<file path="config.mk">
export PLATFORM = sky130hd
export DESIGN_NAME = mem_stack_controller
export DESIGN_NICKNAME = d
export VERILOG_FILES = /design/src/rtl/mem_stack_controller.sv
export SDC_FILE = /design/constraint.sdc
export NUM_CORES = 1
export LEC_CHECK = 0
export ABC_AREA = 1
export BUFFER_PORTS_ARGS = -buffer_cell sky130_fd_sc_hd__buf_4
export CELL_PAD_IN_SITES_DETAIL_PLACEMENT = 0
export CELL_PAD_IN_SITES_GLOBAL_PLACEMENT = 1
export CORE_UTILIZATION = 52
export DETAILED_ROUTE_END_ITERATION = 8
export MAX_ROUTING_LAYER = met4
export PLACE_DENSITY = 0.84
export RECOVER_POWER = 50
export SYNTH_ARGS = -nofsm -noshare
export SYNTH_HDL_FRONTEND = slang
export SYNTH_SLANG_ARGS = --single-unit
</file>
<file path="constraint.sdc">
create_clock -name clock -period 7.2 [get_ports clock]
set_input_delay 1.08 -clock clock [delete_from_list [all_inputs] [get_ports clock]]
set_output_delay 1.08 -clock clock [all_outputs]
set_load 0.01 [all_outputs]
</file>
<file path="src/rtl/mem_stack_controller.sv">
// ----------------------------------------------------------------------------
// mem_stack_controller: single-port RAM with addressed R/W, hardware stack, CLEAR
// Rev 1.0
// ----------------------------------------------------------------------------
`default_nettype none

module mem_stack_controller #(
  parameter int DATA_BITS = 8,
  parameter int ADDR_BITS = 4
) (
  input  logic                 clock,
  input  logic                 reset,
  input  logic [3:0]           inst,
  input  logic [ADDR_BITS-1:0] addr,
  input  logic [DATA_BITS-1:0] data_in,
  output logic [DATA_BITS-1:0] data_out,
  output logic                 out_valid,
  output logic                 busy,
  output logic                 full,
  output logic                 empty,
  output logic                 err,
  output logic [ADDR_BITS:0]   sp
);

  localparam int DEPTH = 1 << ADDR_BITS;

  localparam logic [3:0] OP_NOP   = 4'd0;
  localparam logic [3:0] OP_READ  = 4'd1;
  localparam logic [3:0] OP_WRITE = 4'd2;
  localparam logic [3:0] OP_PUSH  = 4'd3;
  localparam logic [3:0] OP_POP   = 4'd4;
  localparam logic [3:0] OP_PEEK  = 4'd5;
  localparam logic [3:0] OP_CLEAR = 4'd6;

  localparam logic [ADDR_BITS:0]   SP_FULL  = {1'b1, {ADDR_BITS{1'b0}}};
  localparam logic [ADDR_BITS:0]   SP_ONE   = {{ADDR_BITS{1'b0}}, 1'b1};
  localparam logic [ADDR_BITS-1:0] CNT_ONE  = {{(ADDR_BITS-1){1'b0}}, 1'b1};
  localparam logic [ADDR_BITS-1:0] CNT_LAST = {ADDR_BITS{1'b1}};

  typedef enum logic [0:0] {
    IDLE     = 1'b0,
    CLEARING = 1'b1
  } state_t;

  logic [DATA_BITS-1:0] mem [DEPTH];

  state_t               state_q, state_d;
  logic [ADDR_BITS-1:0] cnt_q, cnt_d;
  logic [ADDR_BITS:0]   sp_q, sp_d;
  logic [DATA_BITS-1:0] data_out_q;
  logic                 out_valid_q, out_valid_d;
  logic                 err_q, err_d;

  logic                 mem_we;
  logic [ADDR_BITS-1:0] mem_waddr;
  logic [DATA_BITS-1:0] mem_wdata;
  logic                 rd_en;
  logic [ADDR_BITS-1:0] rd_addr;
  logic [ADDR_BITS:0]   sp_dec;
  logic                 is_full;
  logic                 is_empty;

  assign sp_dec   = sp_q - SP_ONE;
  assign is_full  = (sp_q == SP_FULL);
  assign is_empty = (sp_q == '0);

  always_comb begin
    state_d     = state_q;
    cnt_d       = cnt_q;
    sp_d        = sp_q;
    err_d       = 1'b0;
    rd_en       = 1'b0;
    rd_addr     = addr;
    mem_we      = 1'b0;
    mem_waddr   = addr;
    mem_wdata   = data_in;

    case (state_q)
      IDLE: begin
        case (inst)
          OP_NOP: ;
          OP_READ: rd_en = 1'b1;
          OP_WRITE: mem_we = 1'b1;
          OP_PUSH: begin
            if (is_full) begin
              err_d = 1'b1;
            end else begin
              mem_we    = 1'b1;
              mem_waddr = sp_q[ADDR_BITS-1:0];
              sp_d      = sp_q + SP_ONE;
            end
          end
          OP_POP, OP_PEEK: begin
            if (is_empty) begin
              err_d = 1'b1;
            end else begin
              rd_en   = 1'b1;
              rd_addr = sp_dec[ADDR_BITS-1:0];
              if (inst == OP_POP) sp_d = sp_dec;
            end
          end
          OP_CLEAR: begin
            state_d = CLEARING;
            cnt_d   = '0;
            sp_d    = '0;
          end
          default: err_d = 1'b1;
        endcase
      end
      CLEARING: begin
        // Instruction bus is ignored entirely while sweeping the array.
        mem_we    = 1'b1;
        mem_waddr = cnt_q;
        mem_wdata = '0;
        cnt_d     = cnt_q + CNT_ONE;
        if (cnt_q == CNT_LAST) state_d = IDLE;
      end
      default: state_d = IDLE;
    endcase

    out_valid_d = rd_en;
  end

  always_ff @(posedge clock) begin
    if (!reset) begin
      state_q     <= IDLE;
      cnt_q       <= '0;
      sp_q        <= '0;
      data_out_q  <= '0;
      out_valid_q <= 1'b0;
      err_q       <= 1'b0;
    end else begin
      state_q     <= state_d;
      cnt_q       <= cnt_d;
      sp_q        <= sp_d;
      out_valid_q <= out_valid_d;
      err_q       <= err_d;
      if (rd_en) data_out_q <= mem[rd_addr];
    end
  end

  // Array is not reset, but writes are gated so a reset aborts CLEAR cleanly.
  always_ff @(posedge clock) begin
    if (reset && mem_we) mem[mem_waddr] <= mem_wdata;
  end

  assign data_out  = data_out_q;
  assign out_valid = out_valid_q;
  assign err       = err_q;
  assign sp        = sp_q;
  assign busy      = (state_q == CLEARING);
  assign full      = is_full;
  assign empty     = is_empty;

endmodule

`default_nettype wire

</file>
# Word-level counts from Yosys, hierarchy flattened
# Memory sizes are Yosys's and may differ from the RTL's. A register that Yosys moved wholly into a read port is not among the register bits.
# Cells that the tools add are included.
# classes
n_reduce_logical	9
eq_ne	12
n_bitwise	2
muxes	27
add_sub_neg	3
# ops
operator	count
$mux W4	6
$pmux W4 S2	2
$mux W5	3
$pmux W5 S3	1
$eq A4 B3 Y1 const B	3
$mux W1	9
$eq A4 B2 Y1 const B	2
$mux W8	1
$pmux W1 S2	4
$ne A2 B2 Y1 const B	3
$add A5 B1 Y5 const B	1
$eq A5 B5 Y1 const B	1
$logic_not A5 Y1	1
$reduce_and A5 Y1	1
$sub A5 B1 Y5 const B	1
$add A4 B1 Y4 const B	1
$eq A4 B1 Y1 const B	1
$eq A4 B4 Y1 const B	1
$logic_not A4 Y1	1
$reduce_or A2 Y1	2
$reduce_or A4 Y1	1
$pmux W1 S3	1
$reduce_bool A3 Y1	1
$ne A2 B1 Y1 const B	1
other kinds (3)	4
# totals
mem_count	1
register_bits	12
out_inout_bits	18
elab_cells	59
mem_bits_rw	128
inputBits	18
# mem_list
memory	depth	word_bits	rd	rd_clocked_by_memory_dff	wr	line	text
mem	16	8	1	1	1	45	logic [DATA_BITS-1:0] mem [DEPTH];

# Longest topological paths before layout
# Gate-level depths: netlist (run 1).
# logic_depth
depth_word	7
ltp_mapped	15
depth_no_buf	13

# Least setup slack after synthesis (run 1)
# No wires, ideal clock.
# synth_timing
path_kind	input to register
start	input inst[3]
end	memory mem[11][0] (enable)
arrival_time_ns	2.619
path_buffers	0
required_time_ns	6.817
slack_ns	4.198
stages	9
setup_ns	0.383
path_cell_list	inv_1 nand2_1 nor2_2 nand2_1 nand2_1 o21ai_0 o21ai_2 nand2_1 nor3_1
# synth_between
elab_chain_len	6
elab_cells_between_ends	9
cone_classes	eq/ne: 2; mux: 6; reduce/logical: 1
# synth_rtl
element	line	text
from (decl)	13	input logic [3:0] inst,
$eq A4 B2 Y1	80	case (inst)
$pmux W1 S2	80	
$pmux W1 S2	78	case (state_q)
$logic_and A1 B1 Y1	144	if (reset && mem_we) mem[mem_waddr] <= mem_wdata;
$mux W1	144	
$mux W1 (not written as such)	144	
to (decl)	45	
# Several ways; a longest one is shown, not always the timed one.

# Final worst setup path (run 1)
# layout_timing
start	input inst[3]
end	register data_out_q[7], in the netlist data_out[7], read port of mem
# layout_between
elab_chain_len	4
elab_cells_between_ends	8
cone_classes	eq/ne: 3; mux: 4; reduce/logical: 1
# layout_rtl
element	line	text
$eq A4 B3 Y1	80	
$reduce_or A2 Y1	80	
$pmux W1 S2 / $mux W4 (equally long branches)	80	
$mux W1 / $mux W4 (equally long branches)	78	
to (decl)	50	logic [DATA_BITS-1:0] data_out_q;
# Several ways; a longest one is shown, not always the timed one.
# A chain may end at the register's enable or synchronous reset.

==> results of run 1 <==
-- per-stage QoR --
| stage | utilization | std cells | cell area, um^2 |
|---|---|---|---|
| floorplan | - | 731 | 7030 |
| global placement | 0.563 | 925 | 7450 |
| detailed placement | 0.563 | 925 | 7450 |
| CTS | 0.604 | 955 | 8000 |
| global route | 0.598 | 955 | 7920 |
| finish | 0.598 | 955 | 7920 |
-- placed cells by master (no fill, tap or decap), types with 4 or more instances in the layout --
cell        Yosys  final
inv_1         148    149
clkbuf_16       0     17
inv_2           6      5
clkbuf_1        3     18
clkinvlp_4      0      4
nand2_1       126    127
edfxtp_1      128    128
a211oi_1        4      4
nand3_1       136    136
o21ai_0        17     17
a31oi_1         4      4
nand3b_1       32     32
nor2_1         32     32
nor3_1          6      6
clkinv_1        1      4
buf_4           1     26
dfxtp_1        20     20
a21oi_1         7      7
o21ai_2         4      4
-- critical path, cell delays in order --
cell and delay [ns]:
clkbuf_4 0.11, inv_1 0.06, nand2_1 0.18, nor2_8 0.23, nand3_2 0.38, nand2_1 0.71, buf_4 0.40, nand2_1 0.09
nand3_1 0.09, nand3_1 0.08, nand3_1 0.16, nand3_1 0.11, nand2_1 0.09, inv_1 0.03
-- registers in the layout, summed over array words and instances (netlist names) --
register / count
busy: 1
cnt_q: 4
data_out: 8
err: 1
mem: 128
out_valid: 1
sp: 5
-- power breakdown --
part           leakage, nW  internal, mW  switching [mW]
Combinational         1.84        0.0650           0.151
Clock                0.256         0.499           0.322
Sequential            1.32         0.946          0.0113
-- final cells by class --
type	count	area share
inverters	155	0.0734
repair buffers	46	0.0355
clock buffers	18	0.0542
well taps	176	0.0278
multi-input cells	400	0.259
flip-flops and latches	148	0.536
clock inverters	12	0.0147
-- final timing paths --
path	cells after the start	from	slack (ns)	to
hold / removal	2	cnt_q[0]$_SDFFE_PN0P_	0.50	cnt_q[0]$_SDFFE_PN0P_
setup reg to reg	13	busy$_SDFF_PN0_	3.80	data_out[7]$_SDFFE_PN0P_
setup / recovery	14	inst[3]	3.72	data_out[7]$_SDFFE_PN0P_
hold reg to reg	2	cnt_q[0]$_SDFFE_PN0P_	0.50	cnt_q[0]$_SDFFE_PN0P_
-- logic make-up (layout without fill, tap and decap cells) --
family | Yosys count | count (layout) | share of synthesized area
xor gates and xnor gates | 4 | 4 | 0.00498
buffers and inverters | 183 | 231 | 0.105
DFF | 148 | 148 | 0.603
adders and majority gates | 3 | 3 | 0.00534
and+or+nand+nor | 348 | 348 | 0.242
AOI/OAI and AO/OA | 45 | 45 | 0.0398
-- metal layers --
metal	part of all wire	vias to the layer above
met5	0	-
met2	0.45	234
met4	0.017	0
met3	0.083	21
met1	0.45	2393
li1	-	2472
==> flow_summary.toml, run 1 <==
[synthesis]
synth_area_leader_cell = "edfxtp_1"
async_flop_share = 0
seq_area_frac_synth = 0.603
ys_top_cells_by_count = "inv_1, nand3_1, edfxtp_1"
ys_seq_elements = 148
avgSynthCellArea_um2 = 9.62
syn_inst = 731
synth-edff-count = 128
ys_types = 42
synth_area_mm2 = 0.00703
synth_top_flop_cell = "edfxtp_1"
synthTopCellsByArea = "edfxtp_1, nand3_1, inv_1, nand2_1, dfxtp_1"
synth_warnings = 0
yosys.cell_count.top_type = "inv_1"
synth_top_area_frac = 0.546
synth_fp_nets = 752

[placed_design]
post-dp-hpwl_um = 12000
portBuffers = 35
gp_congestion = 0.907
dpl_worst_slack_ns = 3.40

[clock_network]
clk_path_buf_depth = 2
cts_tree = "done"
numCtsBuffers = 17
clock_latency_ns = 0.41
cts_resized = 0
ctsHoldBuffers = 0
cts.sinks = 148
htree_levels = 4
root_buffer = "clkbuf_16"
cts_setup_buffers = 0
cts.clk_slew.worst_paths_ns = 0.06

[global_routing]
grt-ovfl-total = 0
antenna_found_initial = 0
first_global_vias = 4756
grtUsageMet1 = 0.395
use_met2 = 0.381
grt_max_degree = 36
grt_use_total = 0.273
met3_usage = 0.0584
top_usage_layer = "met1"
grt_pass1_wl_um = 27100

[timing]
slew_headroom = -0.0964
tightestPinTransition_ns = 1.64
finalSetupViolations = 0
fin_crit_ns = 3.48
clock-skew-final_ns = 0.00677
timing.final.crit_share = 0.484
hold_ws_ns = 0.503
hold_viol_final = 0
drv_slew = 51
rsz0062_at_grt = "no"
fmax_mhz = 287
setup_tns_ns = 0
timing.final.ws_setup_ns = 3.72

[power]
ir_drop_mv = 0.144
p_total_mw = 1.99
power.leakage_nw = 3.41
p_per_area_mw_per_mm2 = 252

[drt]
drtIter0Drc = 582
via_per_inst = 5.36
wl_um = 17400
drc_errors = 0
vias = 5120
wire_per_inst_um = 18.2
ant_nets = 0
drtPass1Iterations = 7

[critical_path]
crit_type = "in -> reg"
crit_fanout = 27
cp_data_arrival_time_ns = 3.80
cp.required_ns = 7.51
critPathCaptureType = "register"
startpoint_type = "input pin"

[run]
drv_cap = 3

[finish]
antenna_cells = 0
syn2layout_area_growth_pct = 12.6
drive_gt1_frac = 0.0988
multi_input_area_mm2 = 0.00205
seqCellArea_mm2 = 0.00424
nets = 789
num-fill-cells = 1194

[floorplanning]
die_h_um = 118
coreArea_mm2 = 0.0132
rows = 42
die_area_mm2 = 0.0140
boundaryPins = 36
die_w_um = 118
initial_utilization = 0.531

[worst_hold_path]
hold_class = "reg -> reg"

[status]
violations = "max-capacitance violations, max-slew violations"
status = "finished, violations left"
(Power assumes the default switching activity.)
==> run 2, diff against run 1 <==
--- a/config.mk
+++ b/config.mk
@@ -5,14 +5,14 @@
 export SDC_FILE = /design/constraint.sdc
 export NUM_CORES = 1
 export LEC_CHECK = 0
-export ABC_AREA = 1
+export ABC_AREA = 0
 export BUFFER_PORTS_ARGS = -buffer_cell sky130_fd_sc_hd__buf_4
 export CELL_PAD_IN_SITES_DETAIL_PLACEMENT = 0
 export CELL_PAD_IN_SITES_GLOBAL_PLACEMENT = 1
-export CORE_UTILIZATION = 52
+export CORE_UTILIZATION = 50
 export DETAILED_ROUTE_END_ITERATION = 8
 export MAX_ROUTING_LAYER = met4
-export PLACE_DENSITY = 0.84
+export PLACE_DENSITY = 0.78
 export RECOVER_POWER = 50
 export SYNTH_ARGS = -nofsm -noshare
 export SYNTH_HDL_FRONTEND = slang
==> constraint.sdc (replaced) <==
create_clock -name clock -period 3.6 [get_ports clock]
set_input_delay 0.54 -clock clock [delete_from_list [all_inputs] [get_ports clock]]
set_output_delay 0.54 -clock clock [all_outputs]
set_load 0.01 [all_outputs]
==> flow_summary.toml, run 2 <==
[status]
status = "finished, final reports clean"

[power]
power.leakage_nw = 2.54
p_switching_mw = 0.933
power_frac_comb = 0.071
p_int_mw = 2.94
swShare = 0.241
p_per_area_mw_per_mm2 = 516
p_seq_frac = 0.488
clkPwrFrac = 0.441
p_total_mw = 3.88
ir_drop_mv = 0.351

[synthesis]
ys_top_cells_by_count = "edfxtp_1, nand3_1, nand2_1"
syn_inst = 521
ys_seq_elements = 148
synth-edff-count = 128
synthTopCellsByArea = "edfxtp_1, dfxtp_1, nand3_1, o21ai_0, nand2_1"
synth_warnings = 0
seq_area_frac_synth = 0.658
synth_area_leader_cell = "edfxtp_1"
ys_types = 55
avgSynthCellArea_um2 = 12.4
synth_top_area_frac = 0.596
synth_fp_nets = 542
synth_top_flop_cell = "edfxtp_1"
yosys.cell_count.top_type = "edfxtp_1"
async_flop_share = 0
synth_area_mm2 = 0.00645

[global_routing]
grt_use_total = 0.261
grt_max_degree = 33
first_global_vias = 4350
antenna_found_initial = 0
grt_pass1_wl_um = 24200
grt-ovfl-total = 0

[floorplanning]
die_h_um = 116
rows = 41
initial_utilization = 0.511
boundaryPins = 36
coreArea_mm2 = 0.0126
die_w_um = 116
die_area_mm2 = 0.0134

[timing]
tightestPinTransition_ns = 1.39
setup_tns_ns = 0
fmax_mhz = 333
hold_viol_final = 0
slew_headroom = 0.0742
finalSetupViolations = 0
rsz0062_at_grt = "no"
clock-skew-final_ns = 0.0110
drv_slew = 0
timing.final.crit_share = 0.833
fin_crit_ns = 3.00

[clock_network]
ctsHoldBuffers = 0
cts.clk_slew.worst_paths_ns = 0.06
clock_latency_ns = 0.42
cts.sinks = 148
root_buffer = "clkbuf_16"
cts_resized = 0
cts_setup_buffers = 0
numCtsBuffers = 17
clk_path_buf_depth = 2
htree_levels = 4
cts_tree = "done"

[finish]
drive_gt1_frac = 0.150
antenna_cells = 0
largest_reg_flops = 128
nets = 602
layout.cells.most_common = "edfxtp_1"
utilization = 0.596
final_cell_mix = "edfxtp_1, nand3_1, nand2_1"
top_register = "mem"
syn2layout_area_growth_pct = 16.5

[critical_path]
startpoint_type = "register"
cp.required_ns = 3.94
max_stage_delay_ns = 0.53
crit_type = "reg -> reg"
cpMostUsedCell = "o211ai_1"
crit_slowest_cell = "a2111oi_2"
crit_family = "compound AO/OA/AOI/OAI gates"
critPathCaptureType = "register"
crit_fanout = 10
cp_data_arrival_time_ns = 3.34
cp_num_buf_inv = 2
path_cells = "inv_1 > ha_1 > or4b_1 > clkinv_4 > a2111oi_2 > o211ai_1 > a31oi_1 > nand4_1 > o211ai_1"

[drt]
ant_nets = 0
wl_um = 15800
via_per_inst = 5.95
drtIter0Drc = 424
vias = 4557
drc_errors = 0
drtPass1Iterations = 7
wire_per_inst_um = 20.6

[worst_hold_path]
hold_class = "in -> reg"

[run]
drv_cap = 0

[placed_design]
gp_congestion = 0.913
portBuffers = 35
post-dp-hpwl_um = 10400
run 2: cell types whose count changed in the layout (fill, tap and decap cells not counted), moves of 10 or more:
cell and delta:
mux2i_1 +18, nand3b_1 -32, buf_4 +17, nand4_1 +10, nor2b_1 +10, nand3_1 -76, a21oi_1 +14, nand2_1 -77
inv_1 -142, o21ai_0 +24
run 2: metal layers:
metal / up-vias / part of all wire / routed length [um] / track usage
met5: - / 0 / 0 / -
met4: 0 / 0.015 / 240 / 0.109
met3: 19 / 0.062 / 984 / 0.0450
met2: 151 / 0.47 / 7470 / 0.397
met1: 2236 / 0.45 / 7110 / 0.347
li1: 2151 / - / - / -
run 2: per-stage QoR:
step / instances / worst slack [ns] / area (um^2) / hold slack (ns)
3_5_place_dp: 734 / 0.542 / 7040 / 0.510
6_report: 766 / 0.600 / 7520 / 0.389
2_1_floorplan: 521 / 0.913 / 6450 / 0.474
3_3_place_gp: 734 / 0.683 / 7040 / 0.494
5_1_grt: 766 / 0.376 / 7520 / 0.383
4_1_cts: 766 / 0.626 / 7610 / 0.381
run 2: kinds of logic (layout without fill, tap and decap cells):
family	count (synthesis)	count (layout)	share of synthesized area
buffers and inverters	35	108	0.0266
muxes	18	18	0.0279
xor gates and xnor gates	2	2	0.00272
AOI/OAI and AO/OA	128	128	0.134
DFF	148	148	0.658
and+or+nand+nor	187	187	0.145
adders and majority gates	3	3	0.00582
run 2: worst reg2reg max path, stage by stage, from the launching register on:
cell and delay (ns):
dfxtp_1 0.32, inv_1 0.09, ha_1 0.27, or4b_1 0.45
clkinv_4 0.18, a2111oi_2 0.53, o211ai_1 0.41, a31oi_1 0.34
nand4_1 0.20, o211ai_1 0.13
run 2: path summary, 6_finish.rpt:
| path | from | endpoint | slack (ns) | cells past startpoint |
|---|---|---|---|---|
| setup / recovery | sp[0]$_SDFFE_PN0P_ | data_out[6]$_SDFFE_PN0P_ | 0.60 | 9 |
| hold / removal | reset | cnt_q[2]$_SDFFE_PN0P_ | 0.39 | 2 |
| setup reg to reg | sp[0]$_SDFFE_PN0P_ | data_out[6]$_SDFFE_PN0P_ | 0.60 | 9 |
| hold reg to reg | data_out[1]$_SDFFE_PN0P_ | data_out[1]$_SDFFE_PN0P_ | 0.51 | 2 |
run 2: cell type report:
| type | instances | area, um^2 |
|---|---|---|
| clock buffer | 18 | 429 |
| multi-input combinational | 338 | 2040 |
| fill | 1053 | 5100 |
| tap | 172 | 215 |
| clock inverter | 14 | 140 |
| inverter | 9 | 38.8 |
| sequential | 148 | 4240 |
| timing repair buffer | 67 | 413 |
run 2: power by group through the flow:
stage                     clock [mW]  sequential [mW]  combinational (mW)
after floorplan                    0             1.93               0.173
after global placement             0             1.93               0.281
after detailed placement           0             1.93               0.284
after CTS                       1.73             1.89               0.286
after global routing            1.79             1.89               0.300
final                           1.71             1.89               0.276
==> run 3, diff against run 2 <==
--- a/config.mk
+++ b/config.mk
@@ -5,14 +5,14 @@
 export SDC_FILE = /design/constraint.sdc
 export NUM_CORES = 1
 export LEC_CHECK = 0
-export ABC_AREA = 0
+export ABC_AREA = 1
 export BUFFER_PORTS_ARGS = -buffer_cell sky130_fd_sc_hd__buf_4
 export CELL_PAD_IN_SITES_DETAIL_PLACEMENT = 0
 export CELL_PAD_IN_SITES_GLOBAL_PLACEMENT = 1
-export CORE_UTILIZATION = 50
+export CORE_UTILIZATION = 48
 export DETAILED_ROUTE_END_ITERATION = 8
 export MAX_ROUTING_LAYER = met4
-export PLACE_DENSITY = 0.78
+export PLACE_DENSITY = 0.79
 export RECOVER_POWER = 50
 export SYNTH_ARGS = -nofsm -noshare
 export SYNTH_HDL_FRONTEND = slang
==> constraint.sdc (replaced) <==
create_clock -name clock -period 2.8 [get_ports clock]
set_input_delay 0.42 -clock clock [delete_from_list [all_inputs] [get_ports clock]]
set_output_delay 0.42 -clock clock [all_outputs]
set_load 0.01 [all_outputs]
==> flow_summary.toml, run 3 (same netlist as run 1, synthesis figures left out) <==
[finish]
num-fill-cells = 1246
stdcell_area_mm2 = 0.00823
drive_gt1_frac = 0.133
final_cell_mix = "inv_1, nand3_1, edfxtp_1"
largest_reg_flops = 128
utilization = 0.584
syn2layout_area_growth_pct = 17.0
finalNonFillerCells = 985
nets = 813
antenna_cells = 0
top_register = "mem"
layout.cells.most_common = "inv_1"

[placed_design]
place_area_mm2 = 0.00765
portBuffers = 35
post-dp-hpwl_um = 12200
gp_congestion = 0.891
place_inst = 953

[floorplanning]
die_area_mm2 = 0.0151
coreArea_mm2 = 0.0141
die_h_um = 123
die_w_um = 123
rows = 43
boundaryPins = 36
initial_utilization = 0.499

[drt]
drtPass1Iterations = 5
wire_per_inst_um = 18.0
via_per_inst = 5.23
drtIter0Drc = 562
ant_nets = 0
wl_um = 17800
vias = 5153
drc_errors = 0

[timing]
fin_crit_ns = 2.58
rsz0062_at_grt = "yes"
clock-skew-final_ns = 0.00972
drv_slew = 0
tightestPinTransition_ns = 1.16
timing.final.crit_share = 0.921
hold_viol_final = 0
slew_headroom = 0.226
fmax_mhz = 388
finalSetupViolations = 0

[critical_path]
r2r-start = "sp[0]$_SDFFE_PN0P_"
cp_data_arrival_time_ns = 2.64
reg2reg_depth = 11
crit_fanout = 8
crit_end = "mem[15][6]$_DFFE_PP_"
startpoint_type = "register"
r2r-end = "mem[15][6]$_DFFE_PP_"
cp-startpoint = "sp[0]$_SDFFE_PN0P_"
crit_type = "reg -> reg"
r2r_setup_slack_ns = 0.22
cp.required_ns = 2.86
critPathCaptureType = "register"

[clock_network]
cts.sinks = 148
cts.clk_slew.worst_paths_ns = 0.06
clk_path_buf_depth = 2
ctsHoldBuffers = 0
numCtsBuffers = 17
root_buffer = "clkbuf_16"
clock_latency_ns = 0.42
cts_setup_buffers = 0
cts_tree = "done"
cts_resized = 0
htree_levels = 4

[global_routing]
grt_use_total = 0.259
use_met2 = 0.390
grtUsageMet1 = 0.354
top_usage_layer = "met2"
first_global_vias = 4845
grt-ovfl-total = 0
grt_pass1_wl_um = 27000
antenna_found_initial = 0
grt_max_degree = 49
met3_usage = 0.0530

[power]
power_frac_comb = 0.113
p_seq_frac = 0.450
p_per_area_mw_per_mm2 = 661
p_int_mw = 4.15
clkPwrFrac = 0.437
swShare = 0.237
ir_drop_mv = 0.526
p_total_mw = 5.44
p_switching_mw = 1.29
power.leakage_nw = 3.58

[worst_hold_path]
hold_depth = 3
hold_class = "in -> reg"

[status]
status = "finished, final reports clean"

[run]
drv_cap = 0
-- run 3: cell count changes in the layout (fill, tap and decap cells not counted), sizes merged, moves of 18 or more --
cell / change
inv: +139
nand3: +79
mux2i: -18
o21ai: -18
nand2: +81
nand3b: +32
-- run 3: worst min-delay path by stage --
stage	start	end	slack [ns]
2_1_floorplan	cnt_q[3]$_SDFFE_PN0P_	busy$_SDFF_PN0_	0.46
3_3_place_gp	cnt_q[3]$_SDFFE_PN0P_	busy$_SDFF_PN0_	0.48
3_5_place_dp	sp[2]$_SDFFE_PN0P_	sp[2]$_SDFFE_PN0P_	0.49
4_1_cts	reset	sp[1]$_SDFFE_PN0P_	0.32
5_1_grt	reset	sp[1]$_SDFFE_PN0P_	0.33
6_report	reset	sp[3]$_SDFFE_PN0P_	0.34
-- run 3: power groups by stage --
| stage | Sequential (mW) | Combinational, mW | Clock (mW) |
|---|---|---|---|
| global route | 2.45 | 0.677 | 2.49 |
| global placement | 2.49 | 0.616 | 0 |
| CTS | 2.44 | 0.628 | 2.42 |
| finish | 2.44 | 0.615 | 2.38 |
| floorplan | 2.50 | 0.377 | 0 |
| detailed placement | 2.49 | 0.625 | 0 |
-- run 3: layer usage --
metal	wire length, um	share of wire	vias up
li1	-	-	2529
met2	8380	0.47	174
met3	1180	0.067	12
met4	206	0.012	0
met1	7980	0.45	2438
met5	0	0	-
-- run 3: area by class of cell --
type	count	area [um^2]	area share
flip-flops and latches	148	4240	0.516
multi-input cells	400	2060	0.251
inverters	155	582	0.0707
clock buffers	26	543	0.0660
repair buffers	70	479	0.0583
well taps	180	225	0.0274
clock inverters	6	90.1	0.0110
-- run 3: worst max-delay path: stages, from the launching register on --
cell     delay, ns
dfxtp_1       0.40
inv_1         0.08
ha_1          0.21
nand2_1       0.09
nor2_1        0.04
nand2_1       0.11
nand2_1       0.16
nand2_1       0.09
o21ai_0       0.11
o21ai_2       0.22
nand2_1       0.16
nor2_1        0.54
-- run 3: through the flow --
stage / setup TNS [ns] / setup slack [ns] / hold WS [ns]
after CTS: 0 / 0.177 / 0.321
after global routing: -0.0515 / -0.00547 / 0.332
after global placement: 0 / 0.322 / 0.485
final: 0 / 0.221 / 0.338
after detailed placement: 0 / 0.206 / 0.487
after floorplan: 0 / 0.130 / 0.455
